`config.mk`:
```
export PLATFORM = sky130hd
export DESIGN_NAME = data_mux_sched
export DESIGN_NICKNAME = d
export VERILOG_FILES = /design/src/rtl/data_mux_sched.sv
export SDC_FILE = /design/constraint.sdc
export NUM_CORES = 1
export LEC_CHECK = 0
export CAP_MARGIN = 20
export CORE_AREA = 2 2 48 50
export DETAILED_ROUTE_END_ITERATION = 6
export DIE_AREA = 0 0 50 52
export HOLD_SLACK_MARGIN = 0.05
export PLACE_DENSITY = 0.85
export SYNTH_ARGS = -nofsm -noshare
export SYNTH_HDL_FRONTEND = slang
export SYNTH_SLANG_ARGS = --single-unit
```
`constraint.sdc`:
```
create_clock -name clk -period 4.5 [get_ports clk]
set_clock_uncertainty 0.2 [all_clocks]
set_input_delay 0.9 -clock clk [delete_from_list [all_inputs] [get_ports clk]]
set_output_delay 0.9 -clock clk [all_outputs]
set_load 0.02 [all_outputs]
```
`src/rtl/data_mux_sched.sv`:
```
// Round-robin burst scheduler driving the select of a 5-input registered data mux.
// Optional build macro DATA_MUX_SCHED_PRIO0_EN makes source 0 strict high priority.
module data_mux_sched #(
  parameter int NUM_SRC = 5,
  parameter int BURST_W = 4
) (
  input  logic               clk,
  input  logic               rst_n,
  input  logic               enable,
  input  logic [4:0]         req,
  input  logic [BURST_W-1:0] burst_len,
  output logic [2:0]         sel,
  output logic [4:0]         ack,
  output logic               busy,
  output logic               out_valid,
  output logic [2:0]         out_src
);

  localparam logic [0:0] IDLE  = 1'b0;
  localparam logic [0:0] BURST = 1'b1;

  localparam logic [4:0] SRC_MASK = 5'((32'd1 << NUM_SRC) - 32'd1);
  localparam logic [2:0] PTR_RST  = 3'(NUM_SRC - 1);

  logic [0:0]         state_q, state_d;
  logic [2:0]         sel_q, sel_d;
  logic [2:0]         ptr_q, ptr_d;
  logic [BURST_W-1:0] cnt_q, cnt_d;
  logic               busy_q, busy_d;
  logic               out_valid_q, out_valid_d;
  logic [2:0]         out_src_q, out_src_d;

  logic [4:0] req_m;
  logic [4:0] cand;
  logic [4:0] above_ptr;
  logic [4:0] cand_hi;
  logic       win_found;
  logic [2:0] win_idx;
  logic       beat;
  logic       grant;

  function automatic logic [2:0] lowest_set(input logic [4:0] v);
    lowest_set = 3'd0;
    for (int i = 4; i >= 0; i--) begin
      if (v[i]) lowest_set = 3'(i);
    end
  endfunction

  assign req_m = req & SRC_MASK;

  // Rotating priority: lowest requester strictly above ptr wins, else wrap to the lowest overall.
  always_comb begin
    cand      = req_m;
`ifdef DATA_MUX_SCHED_PRIO0_EN
    cand[0]   = 1'b0;
`endif
    above_ptr = ~(5'((6'd2 << ptr_q) - 6'd1));
    cand_hi   = cand & above_ptr;
    win_found = |cand;
    win_idx   = (|cand_hi) ? lowest_set(cand_hi) : lowest_set(cand);
`ifdef DATA_MUX_SCHED_PRIO0_EN
    if (req_m[0]) begin
      win_found = 1'b1;
      win_idx   = 3'd0;
    end
`endif
  end

  assign beat = enable && (state_q == BURST) && req_m[sel_q];
  assign ack  = beat ? (5'd1 << sel_q) : 5'd0;

  // NOTE: every always_comb output gets a default first so no path leaves it unassigned (no latches).
  always_comb begin
    state_d     = state_q;
    sel_d       = sel_q;
    ptr_d       = ptr_q;
    cnt_d       = cnt_q;
    out_valid_d = 1'b0;
    out_src_d   = out_src_q;
    grant       = 1'b0;
    if (enable) begin
      out_valid_d = beat;
      out_src_d   = sel_q;
      if (state_q == IDLE) begin
        grant = win_found;
      end else if (beat) begin
        if (cnt_q != '0) begin
          cnt_d = cnt_q - BURST_W'(1);
        end else begin
          grant   = win_found;
          state_d = IDLE;
        end
      end else begin
        state_d = IDLE;
      end
      if (grant) begin
        state_d = BURST;
        sel_d   = win_idx;
        cnt_d   = (burst_len == '0) ? '0 : burst_len - BURST_W'(1);
`ifdef DATA_MUX_SCHED_PRIO0_EN
        if (win_idx != 3'd0) ptr_d = win_idx;
`else
        ptr_d   = win_idx;
`endif
      end
    end
    busy_d = (state_d == BURST);
  end

  // NOTE: sequential state uses non-blocking assignments so all flops update from pre-edge values.
  always_ff @(posedge clk or negedge rst_n) begin
    if (!rst_n) begin
      state_q     <= IDLE;
      sel_q       <= 3'd0;
      ptr_q       <= PTR_RST;
      cnt_q       <= '0;
      busy_q      <= 1'b0;
      out_valid_q <= 1'b0;
      out_src_q   <= 3'd0;
    end else begin
      state_q     <= state_d;
      sel_q       <= sel_d;
      ptr_q       <= ptr_d;
      cnt_q       <= cnt_d;
      busy_q      <= busy_d;
      out_valid_q <= out_valid_d;
      out_src_q   <= out_src_d;
    end
  end

  assign sel       = sel_q;
  assign busy      = busy_q;
  assign out_valid = out_valid_q;
  assign out_src   = out_src_q;

endmodule

```
==> results of run 1 <==
==> placed cells by master (no fill, tap or decap), drive strengths merged, types with 5 or more instances in the layout <==
master,count
o21ai,8
nand2,11
a21oi,6
a211oi,8
mux2,5
nor3,6
nor2,11
clkdlybuf4s50,24
dfrtp,12
inv,6
==> synthesized netlist by cell type, drive strengths merged (3+ instances only) <==
library cell  count  share of area (%)
dfrtp            12                 29
nand2            11                3.9
nor2             11                4.6
a211oi            8                5.7
o21ai             8                4.5
a21oi             6                4.3
inv               6                2.1
nor3              6                2.9
buf               5                2.8
mux2              5                6.1
ha                3                3.6
mux2i             3                2.9
nand2b            3                1.8
==> sequential cells by signal (all words and copies together) (netlist names) <==
name,flops
cnt_q,4
out_src,3
sel,3
busy,1
out_valid,1
ptr_q,1
==> routing by layer <==
layer / GRT usage (%) / up-vias / part of all wire [%]
met5: 0 / - / 0
met4: 6.944 / 0 / 1.2
met3: 7.184 / 5 / 5.1
met2: 40.35 / 27 / 52
met1: 23.42 / 472 / 42
li1: - / 497 / -
==> power breakdown <==
group / internal [mW] / switching [mW]
combinational: 0.249 / 0.262
clock: 0.0330 / 0.0401
sequential: 0.177 / 0.0886
==> final timing paths <==
kind | startpoint | end | slack [ps] | cells past startpoint
max reg2reg | sel[0] | sel[0] | 2250 | 7
min in group asynchronous | rst_n | cnt_q[0] | 770 | 1
max in group asynchronous | rst_n | ptr_q[2] | 2960 | 1
min reg2reg | out_src[0] | out_src[0] | 310 | 1
min | out_src[0] | out_src[0] | 310 | 1
max | enable | ack[1] | 720 | 6
==> layout make-up <==
class                           instances  area [sq um]  area share [%]
Clock buffer                            3         22.52           1.693
Multi-Input combinational cell         96         670.6           50.42
Inverter                                6         22.52           1.693
Clock inverter                          1         5.005          0.3763
Timing Repair Buffer                   25         247.7           18.63
Sequential cell                        13         326.6           24.55
Tap cell                               28         35.03           2.634
==> metrics by stage <==
stage / hold WS, ps / total power, mW / setup slack (ps)
finish: 315.0 / 0.8498 / 719.1
global route: 333.5 / 0.9216 / 624.8
CTS: 322.2 / 0.8521 / 723.7
detailed placement: 303.5 / 0.7775 / 724.8
global placement: 305.9 / 0.7586 / 784.2
floorplan: 299.1 / 0.6268 / 1743
==> cell families after synthesis <==
kind of cell             count (synthesis)
AND/OR/NAND/NOR                         48
AO/OA/AOI/OAI                           36
flip-flops                              13
buffers and inverters                   12
multiplexers                             8
adder cells (fa/ha/maj)                  3
XOR/XNOR                                 1
==> metrics.txt, run 1 <==
Hold Crit Class flop to flop; # clock sinks 13; RePlAce Congestion 0.8376; post-synthesis sequential area ratio 31.00%; Crit path largest cell delay 600 ps; Rows 17; VDD IR-drop max around 420 uV; post-CTS resize count 0; Slew @ Worst Pin 546.1 ps; RSZ-0062 raised after global routing no; num ports 25; period utilisation layout 84.02%; drt drc 0; Die Height 52 um; first-pass GRT wire length 4312 um; mux contribution to synthesized area approximately 9%; PortBufs 24; CP max FO 11; setup TNS 0 ps; iteration count of the initial detailed-routing pass 4; Post-synth EDFFs 0; register bit count reported by yosys 13; initial antenna violation count 0; postcts setup bufs 0; cell breakdown of the critical path clkdlybuf4s50_1 > buf_4 > nand2_1 > a21oi_1 > and3_1 > clkdlybuf4s50_1; post-route ant nets 0; worst endpoint required time 3400 ps; die span in x 50 um; grt ovf 0; Slew HR 63.48%; Die Area about 0.0026 sq mm; clk_lat worst skew around 280 ps; routed vias 1001; Syn Area/Cell 8.707 sq um; Yosys Warn Count 0; Reg clk slew, reported paths 80 ps; Root Driver clkbuf_4; vias in the first global route 1016; Post-Route WL 2455 um; number of hold buffers added after CTS 0; Hold Vio Cnt, Final 0; post-synthesis compound-gate area fraction 25.42%; WS Path Type primary input to primary output; most frequent CP cell clkdlybuf4s50_1; Synth Area in XOR/XNOR 0.8314%; Synth Flop Type dfrtp_1; asr flop ratio synth 100.0%; MaxCap Viol Count 0; Wirelength per Cell 14.27 um; Critical path buffers and inverters 3; Layout Nets 160; Netlist cell types 49; Lkg Pwr between 0.5 and 0.6 nW; share of post-route cells with drive strength above 1 13.89%; WP data arrival 2680 ps; mapped cell area 0.001054 sq mm; clk buf depth 2; Core Area 0.002106 sq mm; ant diodes 0; Fmax 264.5 MHz; cts bufs inserted 3; Synth-to-Final Area Change 26.25%; status finished, final reports clean; Critical-path top delay cell clkdlybuf4s50_1; Starting Density 50.03%; vias per cell 5.820; post-synthesis cell count roughly 120; Simple-Gate Fraction of Synth Area 24.94%; total track usage between 20% and 30%; total count of max-transition violations in the final report 0; min cycle time layout 3781 ps; largest family of logic cells by synthesized area compound AO/OA/AOI/OAI gates; DPL Wire Length approximately 1900 um; design area roughly 0.0013 sq mm; CTS tree yes; placed cells approximately 170; CP endpoint kind primary output; family with the most delay on the worst path buffers and inverters; Synth Area in Adders under 10%; H-tree levels 1; critical path startpoint category primary input; syn_nets 136; post-layout util 63.16%; initial drt markers 22; largest net degree at the start of global routing 16; Finish-stage setup viols 0; Post-DP Area 0.001303 sq mm; number of fill cells 188; Power Dens Cells 638.9 mW/mm^2; final std cells w/o fill 172
Note: power is estimated with default switching activity, not from simulation.
==> run 2: changes to the inputs <==
--- a/config.mk
+++ b/config.mk
@@ -6,11 +6,11 @@
 export NUM_CORES = 1
 export LEC_CHECK = 0
 export CAP_MARGIN = 20
-export CORE_AREA = 2 2 48 50
+export CORE_AREA = 2 2 52 54
 export DETAILED_ROUTE_END_ITERATION = 6
-export DIE_AREA = 0 0 50 52
+export DIE_AREA = 0 0 54 56
 export HOLD_SLACK_MARGIN = 0.05
-export PLACE_DENSITY = 0.85
+export PLACE_DENSITY = 0.77
 export SYNTH_ARGS = -nofsm -noshare
 export SYNTH_HDL_FRONTEND = slang
 export SYNTH_SLANG_ARGS = --single-unit
==> constraint.sdc (replaced) <==
create_clock -name clk -period 3.2 [get_ports clk]
set_clock_uncertainty 0.2 [all_clocks]
set_input_delay 0.64 -clock clk [delete_from_list [all_inputs] [get_ports clk]]
set_output_delay 0.64 -clock clk [all_outputs]
set_load 0.02 [all_outputs]
==> run 2 against run 1 <==
  * Die area up 16%
  * Clock power up 40%
  * Sequential power up 35%
  * Highest routed layer unchanged
==> metrics.txt, run 2 (synthesized netlist as in run 1, its figures left out) <==
VDD IR-drop max 681.3 uV (+64%); leading cell type in the layout, fill and taps excluded clkdlybuf4s50_1; final std cells w/o fill 179 (+4.1%); sw frac 45.78% (-0.20 points); Starting Density 43.31% (-6.7 points); clk buf depth 2 (unchanged); Slew @ Worst Pin 579.4 ps (+33.32 ps); grt ovf 0 (unchanged); largest register by flop count cnt_q; Crit path largest cell delay 620 ps (+20 ps); Die Height 56 um (+7.7%); Finish-stage setup viols 0 (unchanged); post-route ant nets 0 (unchanged); share of post-route cells with drive strength above 1 16.78% (+2.9 points); area taken by multi-input logic gates 670.6 sq um (unchanged); WS Path Type primary input to primary output; number of fill cells 240 (+28%); MaxCap Viol Count 0 (unchanged); Synth-to-Final Area Change 30.05%; GRT met1 Usage 22.43% (-1.0 points); Power Dens Cells 891.5 mW/mm^2 (+40%); clk_lat worst skew 280 ps (about the same); Hold Crit Class flop to flop; setup TNS 0 ps (unchanged); Rows 18 (+1); Fmax around 320 MHz; Clk pwr share 8.3% (-0.3 points); iteration count of the initial detailed-routing pass 4 (unchanged); met2 GRT Util 31.88% (-8.5 points); Reg clk slew, reported paths 80 ps (about the same); switching power total 559.1 uW (+43%); vias per cell 5.715 (-1.8%); power share of the sequential group 29.4% (-1.9 points); Reg area 326.6 sq um (unchanged); Critical-path top delay cell clkdlybuf4s50_1; CTS tree yes; most frequent CP cell clkdlybuf4s50_1; postcts setup bufs 0 (unchanged); H-tree levels 1 (unchanged); Die Area 0.003024 sq mm (+16%); met3 usage 4.839% (-2.3 points); die span in x 54 um (+8.0%); WP data arrival 2240 ps (-440 ps); max reg flops 4 (unchanged); CP endpoint kind primary output; post-CTS resize count 0 (unchanged); total count of max-transition violations in the final report 0 (unchanged); total track usage 18.71% (-3.2 points); Place WS 99.33 ps (-625.5 ps); CP max FO 3 (-8); routed vias 1023 (+2.2%); period utilisation layout 96.39%; DPL Wire Length 2036 um (+6.4%); RSZ-0062 raised after global routing no; critical path startpoint category primary input; initial antenna violation count 0 (unchanged); Comb power frac 62.3% (+2.2 points); worst endpoint required time 2360 ps (-1040 ps); Slew HR 61.25% (-2.2 points); ant diodes 0 (unchanged); num ports 25 (unchanged); post-layout util 56.33% (-6.8 points); cell breakdown of the critical path clkdlybuf4s50_1 > mux2i_1 > a21oi_1 > nand2_1 > nor2_1 > clkdlybuf4s50_1; Lkg Pwr 0.5595 nW (+4.6%); initial drt markers 17 (-23%); Layout Nets 165 (+3.1%); PortBufs 24 (unchanged); most frequent cells in the layout clkdlybuf4s50_1 (24), dfrtp_1 (12), nand2_1 (11); placed cells 175 (+4.2%); RePlAce Congestion 0.7929 (-5.3%); most used routing layer met2; status finished, final reports clean; largest net degree at the start of global routing 14 (-2); Core Area 0.002432 sq mm (+16%); final setup margin 115.5 ps (-603.5 ps); drt drc 0 (unchanged); Post-Route WL 2610 um (+6.3%); number of hold buffers added after CTS 0 (unchanged); # clock sinks 13 (unchanged); Wirelength per Cell 14.58 um (+2.2%); min cycle time layout 3084 ps; vias in the first global route 1039 (+2.3%); cts bufs inserted 3 (unchanged); first-pass GRT wire length 4360 um (+1.1%); Internal Pwr Total 662.3 uW (+44%); Hold Vio Cnt, Final 0 (unchanged); Root Driver clkbuf_4
## run 2: final timing paths
path	from	endpoint	slack, ps	cells past startpoint
max	req[1]	ack[0]	120	6
min	out_src[0]	out_src[0]	310	1
max reg2reg	sel[0]	sel[0]	940	8
min reg2reg	out_src[0]	out_src[0]	310	1
max in group asynchronous	rst_n	ptr_q[2]	1890	1
min in group asynchronous	rst_n	cnt_q[0]	530	1
## run 2: final cells by class
| class | count | share of cell area [%] |
|---|---|---|
| Multi-Input combinational cell | 96 | 48.95 |
| Sequential cell | 13 | 23.84 |
| Timing Repair Buffer | 30 | 20.82 |
| Tap cell | 30 | 2.740 |
| Clock buffer | 3 | 1.644 |
| Inverter | 6 | 1.644 |
| Clock inverter | 1 | 0.3653 |
## run 2: critical path, delay by kind of cell
kind / cells / cell delay (ps)
compound gates: 1 / 220
simple gates: 2 / 180
buf+inv: 2 / 1100
mux: 1 / 100
## run 2: metrics by stage
stage	cell area (sq um)	total power, mW	hold slack [ps]
floorplan	1054	0.8814	144.4
global placement	1343	1.088	299.4
detailed placement	1343	1.122	299.5
CTS	1370	1.230	319.3
global route	1370	1.331	332.6
finish	1370	1.221	313.1
## run 2: metal layers
metal  part of all wire (%)  wire, um  vias up
met5                      0         0        -
met4                   0.80        21        0
met3                    4.3       111        2
met2                     52      1366       23
met1                     43      1110      497
li1                       -         -      501
## run 2: power groups by stage
stage	clock network [mW]	logic, mW	registers [mW]
6_report	0.102	0.760	0.359
5_1_grt	0.114	0.841	0.376
4_1_cts	0.107	0.764	0.359
3_5_place_dp	0	0.759	0.363
3_3_place_gp	0	0.730	0.358
2_1_floorplan	0	0.525	0.357
==> run 3: changes to the inputs <==
--- a/config.mk
+++ b/config.mk
@@ -5,12 +5,13 @@
 export SDC_FILE = /design/constraint.sdc
 export NUM_CORES = 1
 export LEC_CHECK = 0
+export ABC_AREA = 1
 export CAP_MARGIN = 20
 export CORE_AREA = 2 2 52 54
 export DETAILED_ROUTE_END_ITERATION = 6
 export DIE_AREA = 0 0 54 56
 export HOLD_SLACK_MARGIN = 0.05
-export PLACE_DENSITY = 0.77
+export PLACE_DENSITY = 0.75
 export SYNTH_ARGS = -nofsm -noshare
 export SYNTH_HDL_FRONTEND = slang
 export SYNTH_SLANG_ARGS = --single-unit
==> run 3 against run 2 <==
  * Design area is 3.6% lower
  * Synthesized area is 5.8% lower
  * Critical endpoint is now ack[2]
  * First-iteration DRC count shrank 35%
  * Worst hold slack lost 26 ps
  * Via count decreased by 1.6%
  * Sequential power shrank 13%
  * Core utilization shrank 2.0 points
  * Worst setup slack worse by 23 ps
  * Sequential share of layout area grew 0.88 points
  * Final cell count is 14% higher
  * Total power decreased by 13%
==> metrics.txt, run 3 <==
PortBufs 24 (unchanged); MaxCap Viol Count 0 (unchanged); Lkg Pwr 0.6900 nW (+23%); WP data arrival 2270 ps (+30 ps); most common cell in the netlist nand2_1; Comb power frac 61.0% (-1.3 points); DPL Wire Length 1866 um (-8.4%); Netlist cell types 26 (-47%); VDD IR-drop max 504.3 uV (-26%); Syn Area/Cell 6.987 sq um (-20%); worst endpoint required time 2360 ps (about the same); hold_sp cnt_q[0]; Root Driver clkbuf_4; total count of max-transition violations in the final report 0 (unchanged); Synth Flop Type dfrtp_1; vias in the first global route 1020 (-1.8%); share of post-route cells with drive strength above 1 17.82% (+1.0 points); mapped cell area 992.2 sq um (-5.8%); Hold Vio Cnt, Final 0 (unchanged); RePlAce Congestion 0.8041 (+1.4%); # clock sinks 13 (unchanged); dominant cell type by area after synthesis dfrtp_1; Reg2Reg Depth 10 (+2); Clk pwr share 9.8% (+1.5 points); status finished, final reports clean; Starting Density 40.79% (-2.5 points); cell breakdown of the critical path clkdlybuf4s50_1 > nand2_1 > clkinv_1 > nand2_2 > a21oi_4 > nand2_4 > nor2_1 > clkdlybuf4s50_1; RSZ-0062 raised after global routing no; Core Area 0.002432 sq mm (unchanged); Reg area 326.6 sq um (unchanged); design area 0.001321 sq mm (-3.6%); number of fill cells 241 (+0.42%); syn_nets 157 (+15%); CP endpoint kind primary output; worst reg2reg setup slack 1180 ps (+240 ps); Post-synth EDFFs 0 (unchanged); leading cell type in the layout, fill and taps excluded nand2_1; most frequent cells in the layout nand2_1 (40), clkdlybuf4s50_1 (20), inv_1 (16); drt drc 0 (unchanged); Finish-stage setup viols 0 (unchanged); power share of the sequential group 29.2% (-0.2 points); asr flop ratio synth 100.0% (unchanged); vias per cell 4.936 (-14%); initial antenna violation count 0 (unchanged); synth cell count leaders nand2_1 (40), inv_1 (16), nand3_1 (15), dfrtp_1 (12); WS Path Type primary input to primary output; largest net degree at the start of global routing 14 (unchanged); Wirelength per Cell 11.33 um (-22%); Layout Nets 190 (+15%); clk buf depth 2 (unchanged); CP max FO 6 (+3); post-synthesis cell count 142 (+17%); CTS tree yes; area taken by multi-input logic gates 560.5 sq um (-16%); die span in x 54 um (unchanged); clk_lat worst skew 280 ps (about the same); switching power total 515.2 uW (-7.9%); Internal Pwr Total 550.4 uW (-17%); Slew @ Worst Pin 619.6 ps (+40.16 ps); worst hold path stage count 2 (+1); iteration count of the initial detailed-routing pass 5 (+1); ant diodes 0 (unchanged); Synth-to-Final Area Change 33.17%; Die Area 0.003024 sq mm (unchanged); total track usage 17.65% (-1.1 points); period utilisation layout 97.11% (+0.73 points); Power Dens Cells 806.5 mW/mm^2 (-9.5%); most frequent CP cell clkdlybuf4s50_1; reg2reg start sel[1]; post-synthesis sequential area ratio 32.91% (+1.9 points); Post-Route WL 2312 um (-11%); register bit count reported by yosys 13 (unchanged); Post-DP Area 0.001296 sq mm (-3.4%); max reg flops 4 (unchanged); min cycle time layout 3108 ps (+23.21 ps); post-route ant nets 0 (unchanged); sw frac 48.35% (+2.6 points); first-pass GRT wire length 4029 um (-7.6%); Fmax 321.8 MHz (-0.75%); grt ovf 0 (unchanged); Reg clk slew, reported paths 80 ps (about the same); Synth area leaders dfrtp_1 (30%), nand2_1 (15%), nand3_1 (7.6%); FF-to-FF End sel[2]; largest register by flop count cnt_q; Hold Crit Class flop to flop; Slew HR 58.57% (-2.7 points); routed vias 1007 (-1.6%); Synth top area share 30.26% (+1.8 points); Rows 18 (unchanged); worst hold path endpoint cnt_q[0]; H-tree levels 1 (unchanged); Crit path largest cell delay 610 ps (about the same); num ports 25 (unchanged); hold_ws 286.6 ps (-26.47 ps); Yosys Warn Count 0 (unchanged); critical path startpoint category primary input; postcts setup bufs 0 (unchanged); number of hold buffers added after CTS 0 (unchanged); initial drt markers 11 (-6); cts bufs inserted 3 (unchanged); Die Height 56 um (unchanged); Critical-path top delay cell clkdlybuf4s50_1
[run 3: cell types whose count changed in the layout (fill, tap and decap cells not counted), moves of 4 or more]
cell	previous run	this run
nand2_1	11	40
o21ai_0	4	8
a211oi_1	8	0
nand2_2	0	6
nand3_1	1	15
clkdlybuf4s50_1	24	20
inv_1	5	16
[run 3: final cells by class]
class | instances | share of cell area, %
Multi-Input combinational cell | 105 | 42.42
Clock buffer | 4 | 1.989
Tap cell | 30 | 2.841
Sequential cell | 13 | 24.72
Inverter | 21 | 5.966
Timing Repair Buffer | 31 | 22.06
[run 3: metal layers]
layer / GRT usage [%] / vias to the layer above / share of wire, %
met4: 3.214 / 0 / 0.82
met1: 20.97 / 459 / 44
met3: 5.914 / 3 / 6.3
met2: 30.31 / 31 / 48
li1: - / 514 / -
met5: 0 / - / 0
[run 3: worst max-delay path: cells and delay by family]
family                 cells  cell delay, ps
AO/OA/AOI/OAI              1             160
AND/OR/NAND/NOR            4             280
buffers and inverters      3            1170
[run 3: worst max-delay path by stage]
stage	to	start	slack [ps]
finish	ack[2]	enable	90
detailed placement	ack[1]	enable	-60
global route	ack[2]	enable	10
CTS	ack[3]	enable	30
floorplan	ack[0]	enable	880
global placement	ack[1]	enable	70
[run 3: power groups by stage]
| stage | Combinational, mW | Sequential [mW] | Clock (mW) |
|---|---|---|---|
| 2_1_floorplan | 0.451 | 0.323 | 0 |
| 3_3_place_gp | 0.634 | 0.310 | 0 |
| 3_5_place_dp | 0.655 | 0.313 | 0 |
| 5_1_grt | 0.736 | 0.323 | 0.121 |
| 6_report | 0.650 | 0.311 | 0.105 |
| 4_1_cts | 0.653 | 0.311 | 0.113 |
[run 3: timing repair]
action	CTS	global route
endpoints found under the setup margin	3	1
cloned	0	0
gates resized for setup	3	1
[run 3: logic make-up (layout without fill, tap and decap cells)]
kind of cell               Yosys count  after routing  share of synthesized area, %
xor gates and xnor gates             2              2                         1.766
adders and majority gates            3              3                         3.784
buffers and inverters               24             56                         10.59
and+or+nand+nor                     84             84                         40.73
AOI/OAI and AO/OA                   16             16                         10.22
DFF                                 13             13                         32.91
[run 3: through the flow]
step | total power [mW] | util (%) | setup TNS, ps | std cells | worst slack (ps)
floorplan | 0.7744 | - | 0 | 142 | 880.5
global placement | 0.9443 | 53.29 | 0 | 200 | 67.63
detailed placement | 0.9687 | 53.29 | -64.99 | 200 | -55.59
CTS | 1.077 | 54.22 | 0 | 204 | 30.42
global route | 1.180 | 54.32 | 0 | 204 | 10.66
finish | 1.066 | 54.32 | 0 | 204 | 92.33
